File: src/rtl/stopwatch_pkg.sv
// Shared definitions for the stopwatch counter and the ms/s/min/hr converter
// stage that consumes its count.
package stopwatch_pkg;

    // Default configuration: 1 MHz system clock, 10 h wrap in ms.
    localparam int CLK_PER_MS = 1000;
    localparam int MAX_COUNT  = 36000000;
    localparam int BITS       = 26;

    // Stopwatch control states.
    typedef enum logic [1:0] {
        IDLE  = 2'd0,
        RUN   = 2'd1,
        PAUSE = 2'd2,
        LAP   = 2'd3
    } state_t;

endpackage

File: src/rtl/ms_prescaler.sv
// Divides the system clock down to one tick per millisecond. The phase is
// held while disabled so a pause keeps the sub-millisecond position.
module ms_prescaler #(
    parameter int CLK_PER_MS = stopwatch_pkg::CLK_PER_MS
) (
    input  logic clk,
    input  logic reset,
    input  logic enable,
    input  logic clear,
    output logic tick
);

    localparam int W = (CLK_PER_MS > 1) ? $clog2(CLK_PER_MS) : 1;
    localparam logic [W-1:0] LAST = W'(CLK_PER_MS - 1);

    logic [W-1:0] cnt;

    // Tick is combinational so the accumulator steps on the same edge the
    // prescaler wraps.
    assign tick = enable && (cnt == LAST);

    // Phase counter: wraps on tick, holds when disabled, zeroed on clear.
    always_ff @(posedge clk) begin
        // NOTE: sequential state uses non-blocking assignments so every flop
        // samples pre-edge values regardless of statement order.
        if (reset || clear) begin
            cnt <= '0;
        end else if (enable) begin
            cnt <= tick ? '0 : cnt + 1'b1;
        end
    end

endmodule

File: src/rtl/stopwatch_counter.sv
// Millisecond stopwatch: start/stop/lap/clear FSM, elapsed-ms accumulator
// wrapping at MAX_COUNT, and a lap register that freezes the display.
module stopwatch_counter #(
    parameter int CLK_PER_MS = stopwatch_pkg::CLK_PER_MS,
    parameter int MAX_COUNT  = stopwatch_pkg::MAX_COUNT,
    parameter int BITS       = stopwatch_pkg::BITS
) (
    input  logic            clk,
    input  logic            reset,
    input  logic            start_stop,
    input  logic            lap,
    input  logic            clear,
    output logic [BITS-1:0] count,
    output logic            running,
    output logic            lap_active,
    output logic            ms_tick,
    output logic            wrapped
);

    import stopwatch_pkg::*;

    localparam logic [BITS-1:0] ACC_LAST = BITS'(MAX_COUNT - 1);

    state_t          state;
    state_t          state_next;
    logic            capture;   // RUN -> LAP: snapshot acc into lap_reg
    logic            zero;      // PAUSE -> IDLE: wipe acc, lap_reg, prescaler
    logic            count_en;
    logic            tick;
    logic [BITS-1:0] acc;
    logic [BITS-1:0] lap_reg;

    assign count_en = (state == RUN) || (state == LAP);

    ms_prescaler #(
        .CLK_PER_MS (CLK_PER_MS)
    ) u_prescaler (
        .clk    (clk),
        .reset  (reset),
        .enable (count_en),
        .clear  (zero),
        .tick   (tick)
    );

    // Next-state decode; pulses illegal in the current state are ignored and
    // priority is clear > start_stop > lap among the legal ones.
    always_comb begin
        // NOTE: every output of this block is defaulted first so no path can
        // leave one unassigned and infer a latch.
        state_next = state;
        capture    = 1'b0;
        zero       = 1'b0;
        case (state)
            IDLE: begin
                if (start_stop) state_next = RUN;
            end
            RUN: begin
                if (start_stop) begin
                    state_next = PAUSE;
                end else if (lap) begin
                    state_next = LAP;
                    capture    = 1'b1;
                end
            end
            LAP: begin
                if (start_stop) begin
                    state_next = PAUSE;
                end else if (lap) begin
                    state_next = RUN;
                end
            end
            PAUSE: begin
                if (clear) begin
                    state_next = IDLE;
                    zero       = 1'b1;
                end else if (start_stop) begin
                    state_next = RUN;
                end
            end
            default: state_next = IDLE;
        endcase
    end

    // State register plus registered status decodes of the new state.
    always_ff @(posedge clk) begin
        if (reset) begin
            state      <= IDLE;
            running    <= 1'b0;
            lap_active <= 1'b0;
        end else begin
            state      <= state_next;
            running    <= (state_next == RUN) || (state_next == LAP);
            lap_active <= (state_next == LAP);
        end
    end

    // Elapsed-ms accumulator, modulo MAX_COUNT.
    always_ff @(posedge clk) begin
        if (reset || zero) begin
            acc <= '0;
        end else if (tick) begin
            acc <= (acc == ACC_LAST) ? '0 : acc + 1'b1;
        end
    end

    // Split-time snapshot; takes the pre-increment acc if a tick coincides.
    always_ff @(posedge clk) begin
        if (reset || zero) begin
            lap_reg <= '0;
        end else if (capture) begin
            lap_reg <= acc;
        end
    end

    // One-cycle event pulses following each accumulator step.
    always_ff @(posedge clk) begin
        if (reset) begin
            ms_tick <= 1'b0;
            wrapped <= 1'b0;
        end else begin
            ms_tick <= tick;
            wrapped <= tick && (acc == ACC_LAST);
        end
    end

    // Display mux straight from registers: frozen split or live count.
    assign count = lap_active ? lap_reg : acc;

endmodule

File: config.mk
export PLATFORM = sky130hd
export DESIGN_NAME = stopwatch_counter
export DESIGN_NICKNAME = d
export VERILOG_FILES = /design/src/rtl/stopwatch_pkg.sv /design/src/rtl/ms_prescaler.sv /design/src/rtl/stopwatch_counter.sv
export SDC_FILE = /design/constraint.sdc
export NUM_CORES = 1
export LEC_CHECK = 0
export CORE_MARGIN = 1.5
export CORE_UTILIZATION = 35
export DETAILED_ROUTE_END_ITERATION = 16
export HOLD_SLACK_MARGIN = 0.03
export SKIP_LAST_GASP = 1
export SYNTH_ARGS = -nofsm -noshare
export SYNTH_HDL_FRONTEND = slang
export SYNTH_SLANG_ARGS = --single-unit
File: constraint.sdc
create_clock -name clk -period 1.9 [get_ports clk]
set_input_delay 0.19 -clock clk [delete_from_list [all_inputs] [get_ports clk]]
set_output_delay 0.19 -clock clk [all_outputs]
set_load 0.01 [all_outputs]
==> out/qor.csv <==
stage;metric;value;unit
power;Seq pwr share;0.520;
logic_synthesis;synthesized cell area;3170;sq um
placed_design;pre-CTS WS;0.0159;ns
logic_synthesis;FF+latch count, synth;67;
clock_network;Max Buffers Root-to-Sink;2;
sta;Tcrit/Tclk final;1.01;
drt;post-route ant nets;0;
worst_setup_path;Worst Path Arrival;1.72;ns
worst_setup_path;required time worst endpoint;1.71;ns
sta;final setup fails;1;
logic_synthesis;most frequent cells after synthesis;nand2_1, dfxtp_1, nor2_1, a21oi_1, mux2_2;
clock_network;clk sinks;67;
logic_synthesis;EDFF count, synth;0;
layout;final non-filler cell total;561;
sta;count of pins over their slew limit;0;
layout;fillers;846;
die;total core area;8760;sq um
sta;min cycle time layout;1.91;ns
drt;via count;2827;
clock_network;CTS tree;done;
sta;Final Hold Vio Count;0;
power;Pint;2110;uW
logic_synthesis;Async SR Flop Fraction;0;
sta;worst hold slack;0.454;ns
layout;Register Area;1370;sq um
global_routing;vias in the first global route;2733;
worst_setup_path;Max FO, Critical Path;14;
drt;Detailed Routing Iterations Pass 1;4;
drt;DR DRC count;0;
worst_setup_path;max incr delay on CP;0.47;ns
global_routing;total global-route track usage;0.163;
sta;FMAX;524;MHz
die;Cell Rows;34;
logic_synthesis;top post-synthesis cells by area;dfxtp_1, mux2_2, nand2_1;
logic_synthesis;Synth Warn #;0;
sta;Worst-Margin Slew;0.342;ns
sta;Slew HR;0.770;
die;IO Pins;35;
outcome;failing checks;negative setup slack;
clock_network;Root Driver;clkbuf_8;
worst_setup_path;Setup crit start kind;register;
logic_synthesis;Post-Syn Instances;378;
sta;Setup WS post-layout;-0.00978;ns
die;Starting Density;0.361;
worst_setup_path;Worst Setup End Kind;output port;
power;Final Power;2730;uW
layout;fin nets;456;
power;PwrDens;633;nW/um^2
layout;layout cell share with drive strength beyond 1;0.258;
clock_network;cts bufs inserted;9;
power;Clock power frac;0.426;
logic_synthesis;ys flop type;dfxtp_1;
logic_synthesis;dominant cell type by area after synthesis;dfxtp_1;
clock_network;clk slew on worst S/H paths;0.07;ns
drt;mean routed wirelength per cell;14.0;um
drt;Vias/cell;5.04;
placed_design;IO buf count;34;
die;Die Footprint;9630;sq um
power;switching power;617;uW
worst_setup_path;reg2reg setup slack;0.06;ns
power;switching share of total power;0.226;
drt;final WL;7.88;mm
worst_setup_path;Cell Chain, Critical Path;buf_12 -> mux2_2 -> clkdlybuf4s50_1;
placed_design;Final HPWL DP;5.22;mm
logic_synthesis;count leader, synth;nand2_1;
global_routing;total grt overflow;0;
die;die height;98.1;um
sta;Final Skew;0.00677;ns
placed_design;routability congestion estimate;0.841;
sta;unrepaired setup endpoints after global routing;yes;
power;worst vdd ir;0.000324;V
power;leakage power total;0.00195;uW
layout;Layout area overhead;36.1;%
global_routing;largest net degree at the start of global routing;29;
logic_synthesis;post-synthesis sequential area ratio;0.424;
placed_design;placed cell count;542;
clock_network;H-Tree Depth;3;
outcome;outcome;complete, but fails checks;
logic_synthesis;syn_nets;386;
clock_network;Clock Latency Late Sink;0.34;ns
sta;Final TNS setup;-0.00978;ns
min_path;hold crit path type;register to register;
layout;multi-input logic area;1780;sq um
power;combinational share of power;0.054;
logic_synthesis;Synth top area share;0.424;
die;Horiz. Die Dim;98.1;um
layout;Antenna diodes;0;
run;maxcap violations;0;
logic_synthesis;synth unique cells;33;
drt;DRT iter0 DRCs;107;
global_routing;initial antenna violation count;0;
worst_setup_path;slowest CP cell;clkdlybuf4s50_1;
logic_synthesis;mean area per synthesized cell;8.38;sq um
clock_network;hold_buf cts;0;
global_routing;first-pass GRT wire length;12.8;mm
worst_setup_path;critical path class;register to output port;
[area by class of cell]
class                   count  area share
clock buffers              11      0.0328
multi-input cells         285       0.414
flip-flops and latches     67       0.317
well taps                 108      0.0314
clock inverters             5      0.0122
inverters                   1    0.000871
repair buffers             84       0.192
[final timing paths]
kind,from,depth (start not counted),endpoint
min,lap_reg[23]$_SDFFE_PP0P_,2,lap_reg[23]$_SDFFE_PP0P_
max,lap_active$_SDFF_PP0_,3,count[20]
max reg2reg,u_prescaler.cnt[1]$_SDFFE_PP0P_,6,acc[25]$_SDFFE_PP0N_
min reg2reg,lap_reg[23]$_SDFFE_PP0P_,2,lap_reg[23]$_SDFFE_PP0P_
[metal layers]
| layer | track usage | part of all wire | up-vias |
|---|---|---|---|
| li1 | - | - | 1440 |
| met1 | 0.214 | 0.46 | 1324 |
| met2 | 0.265 | 0.48 | 54 |
| met5 | 0 | 0 | - |
| met3 | 0.0437 | 0.046 | 9 |
| met4 | 0.0396 | 0.012 | 0 |
[placed cells by master, fill, tap and decap left out, drive strengths merged, types with 2 or more instances in the layout]
cell type      instances
a21oi                 33
and3                   5
and4                   5
buf                   49
clkbuf                12
clkdlybuf4s50          9
clkinv                 3
dfxtp                 67
dlymetal6s2s          24
ha                     3
mux2                  26
nand2                 68
nand2b                 2
nand3                 20
nand4                 12
nor2                  37
nor2b                  3
nor3                   9
nor4                   8
nor4b                  5
o21ai                  6
o21bai                 2
or3                    4
xnor2                 20
xor2                  11
[power groups by stage]
stage	Clock [uW]	Combinational [uW]	Sequential, uW
after floorplan	0	80.7	1450
after global placement	0	136	1450
after detailed placement	0	137	1450
after CTS	1190	138	1420
after global routing	1260	161	1420
final	1160	148	1420
[cell families (layout without fill, tap and decap cells)]
| kind of cell | Yosys count | after routing | share of synthesized area |
|---|---|---|---|
| fa+ha+maj | 3 | 3 | 0.0119 |
| flops | 67 | 67 | 0.424 |
| xor+xnor | 31 | 31 | 0.0857 |
| buf+inv | 26 | 101 | 0.0344 |
| simple gates | 184 | 184 | 0.286 |
| compound gates | 41 | 41 | 0.0664 |
| mux | 26 | 26 | 0.0925 |
[repair_timing]
action | in CTS | in global routing
setup endpoints to repair | 27 | 43
buffers inserted | 0 | 1
pin swaps | 0 | 1
gates resized for setup | 2 | 42
gates cloned | 0 | 2
[critical path: cells and delay by family (launching register included)]
kind | cells | cell delay [ns]
DFF | 1 | 0.39
muxes | 1 | 0.34
buffers and inverters | 2 | 0.63
[stage by stage]
step,utilization,cell area [sq um]
after global routing,0.492,4310
after floorplan,-,3210
after global placement,0.451,3950
after detailed placement,0.451,3950
final,0.492,4310
after CTS,0.473,4150
(Power assumes the default switching activity.)
==> variant: new RTL, same flow settings <==
The 4 states of `state_t` get a one-hot encoding in 4 bits.
--- a/src/rtl/stopwatch_pkg.sv
+++ b/src/rtl/stopwatch_pkg.sv
@@ -8,11 +8,11 @@
     localparam int BITS       = 26;
 
     // Stopwatch control states.
-    typedef enum logic [1:0] {
-        IDLE  = 2'd0,
-        RUN   = 2'd1,
-        PAUSE = 2'd2,
-        LAP   = 2'd3
+    typedef enum logic [3:0] {
+        IDLE  = 4'b0001,
+        RUN   = 4'b0010,
+        PAUSE = 4'b0100,
+        LAP   = 4'b1000
     } state_t;
 
 endpackage
Check against the original RTL: same outputs for any inputs over 10 cycles, from zero or initial values and one cycle with reset high; not proved beyond that.
==> variant against the unedited design <==
Total power increased by 8.4%; largest cell class unchanged; cell count increased by 12%; the run still ends with setup timing left; global-route usage up 2.4 points; sequential cell count grew 3; clock power increased by 16%; synthesized area grew 10%; die area grew 9.8%; largest power group unchanged; setup slack worse by 0.15 ns; maximum frequency is 7.2% lower; routed wire length is 21% higher; design area rose by 13%; sequential power up 4%.
==> variant: results (changes against the unedited design) <==
----------------------------------------------------
[Status]
  Outcome ... complete, but fails checks (unchanged)
  Violated checks ... setup timing (unchanged)

[Pwr]
  Cell leakage power ... 2.17 nW (was 1.95 nW)
  Total power ... 0.00296 W (was 0.00273 W)
  Comb. pwr ... 0.000134 W (was 0.000148 W)

[Logic synthesis]
  Xor and xnor fraction of the mapped netlist area ... 0.0201 (was 0.0857)
  Net Count, Synth ... 422 (was 386)
  Cells taking the most area after synthesis ... sky130_fd_sc_hd__dfxtp_1 40%, sky130_fd_sc_hd__nand2_1 8.1%, sky130_fd_sc_hd__mux2_2 7.8%, sky130_fd_sc_hd__a21oi_1 5.7%, sky130_fd_sc_hd__a211oi_1 3.7% (was sky130_fd_sc_hd__dfxtp_1 42%, sky130_fd_sc_hd__mux2_2 9.2%, sky130_fd_sc_hd__nand2_1 8.1%, sky130_fd_sc_hd__xnor2_1 5.5%, sky130_fd_sc_hd__a21oi_1 5.2%)
  Synth Area in Compound Gates ... 0.169 (was 0.0664)
  Average instance area after synthesis ... 8.40 um2 (was 8.38 um2)
  Post-synthesis sequential area ratio ... 0.402 (was 0.424)
  Netlist cell types ... 43 (was 33)

[Setup path]
  End of the worst register-to-register path ... acc[16] (was acc[25])
  Worst path arrival time ... 2.33 ns (was 1.72 ns)
  Critical path's largest stage delay ... 0.52 ns (was 0.47 ns)
  Maximum net fanout on the critical path ... 8 (was 14)
  Critical path's top delay family ... simple AND/OR/NAND/NOR gates (was buffers and inverters)

[Timing]
  Hold slack ... 0.453 ns (was 0.454 ns)
  Setup slack of the critical path after layout ... -0.157 ns (was -0.00978 ns)
  Final setup violation count ... 19 (was 1)
  TNS Setup ... -1.14 ns (was -0.00978 ns)

[Final layout]
  Multi-input combinational gate total ... 308 (was 285)
  Fill cell instance count of the final layout ... 952 (was 846)
  Area share of buffers outside the clock network ... 0.209 (was 0.192)

[Min path]
  Startpoint of the tightest hold check path ... lap_reg[1] (was lap_reg[23])
  Worst Hold Path EP ... lap_reg[1] (was lap_reg[23])

[Detailed routing]
  Amount of wire on met3 after detailed routing ... 359 um (was 362 um)
  Routed length on met1 ... 4.38 mm (was 3.61 mm)

[Global route]
  Overall track demand over capacity in global routing ... 0.186 (was 0.163)
  Grt met2 use ... 0.312 (was 0.265)

----------------------------------------------------
-- variant: cell count changes after synthesis, moves of 4 or more --
| cell | delta |
|---|---|
| sky130_fd_sc_hd__buf_1 | +5 |
| sky130_fd_sc_hd__o21ai_0 | +8 |
| sky130_fd_sc_hd__nand2_1 | +7 |
| sky130_fd_sc_hd__o211ai_1 | +4 |
| sky130_fd_sc_hd__inv_1 | +4 |
| sky130_fd_sc_hd__a21oi_1 | +7 |
| sky130_fd_sc_hd__xnor2_1 | -20 |
| sky130_fd_sc_hd__or4_1 | +14 |
| sky130_fd_sc_hd__nor4_1 | -6 |
| sky130_fd_sc_hd__nor2_1 | -22 |
| sky130_fd_sc_hd__a211oi_1 | +17 |
| sky130_fd_sc_hd__or3_1 | +5 |
| sky130_fd_sc_hd__o31ai_1 | +14 |
| sky130_fd_sc_hd__nand3_1 | -8 |
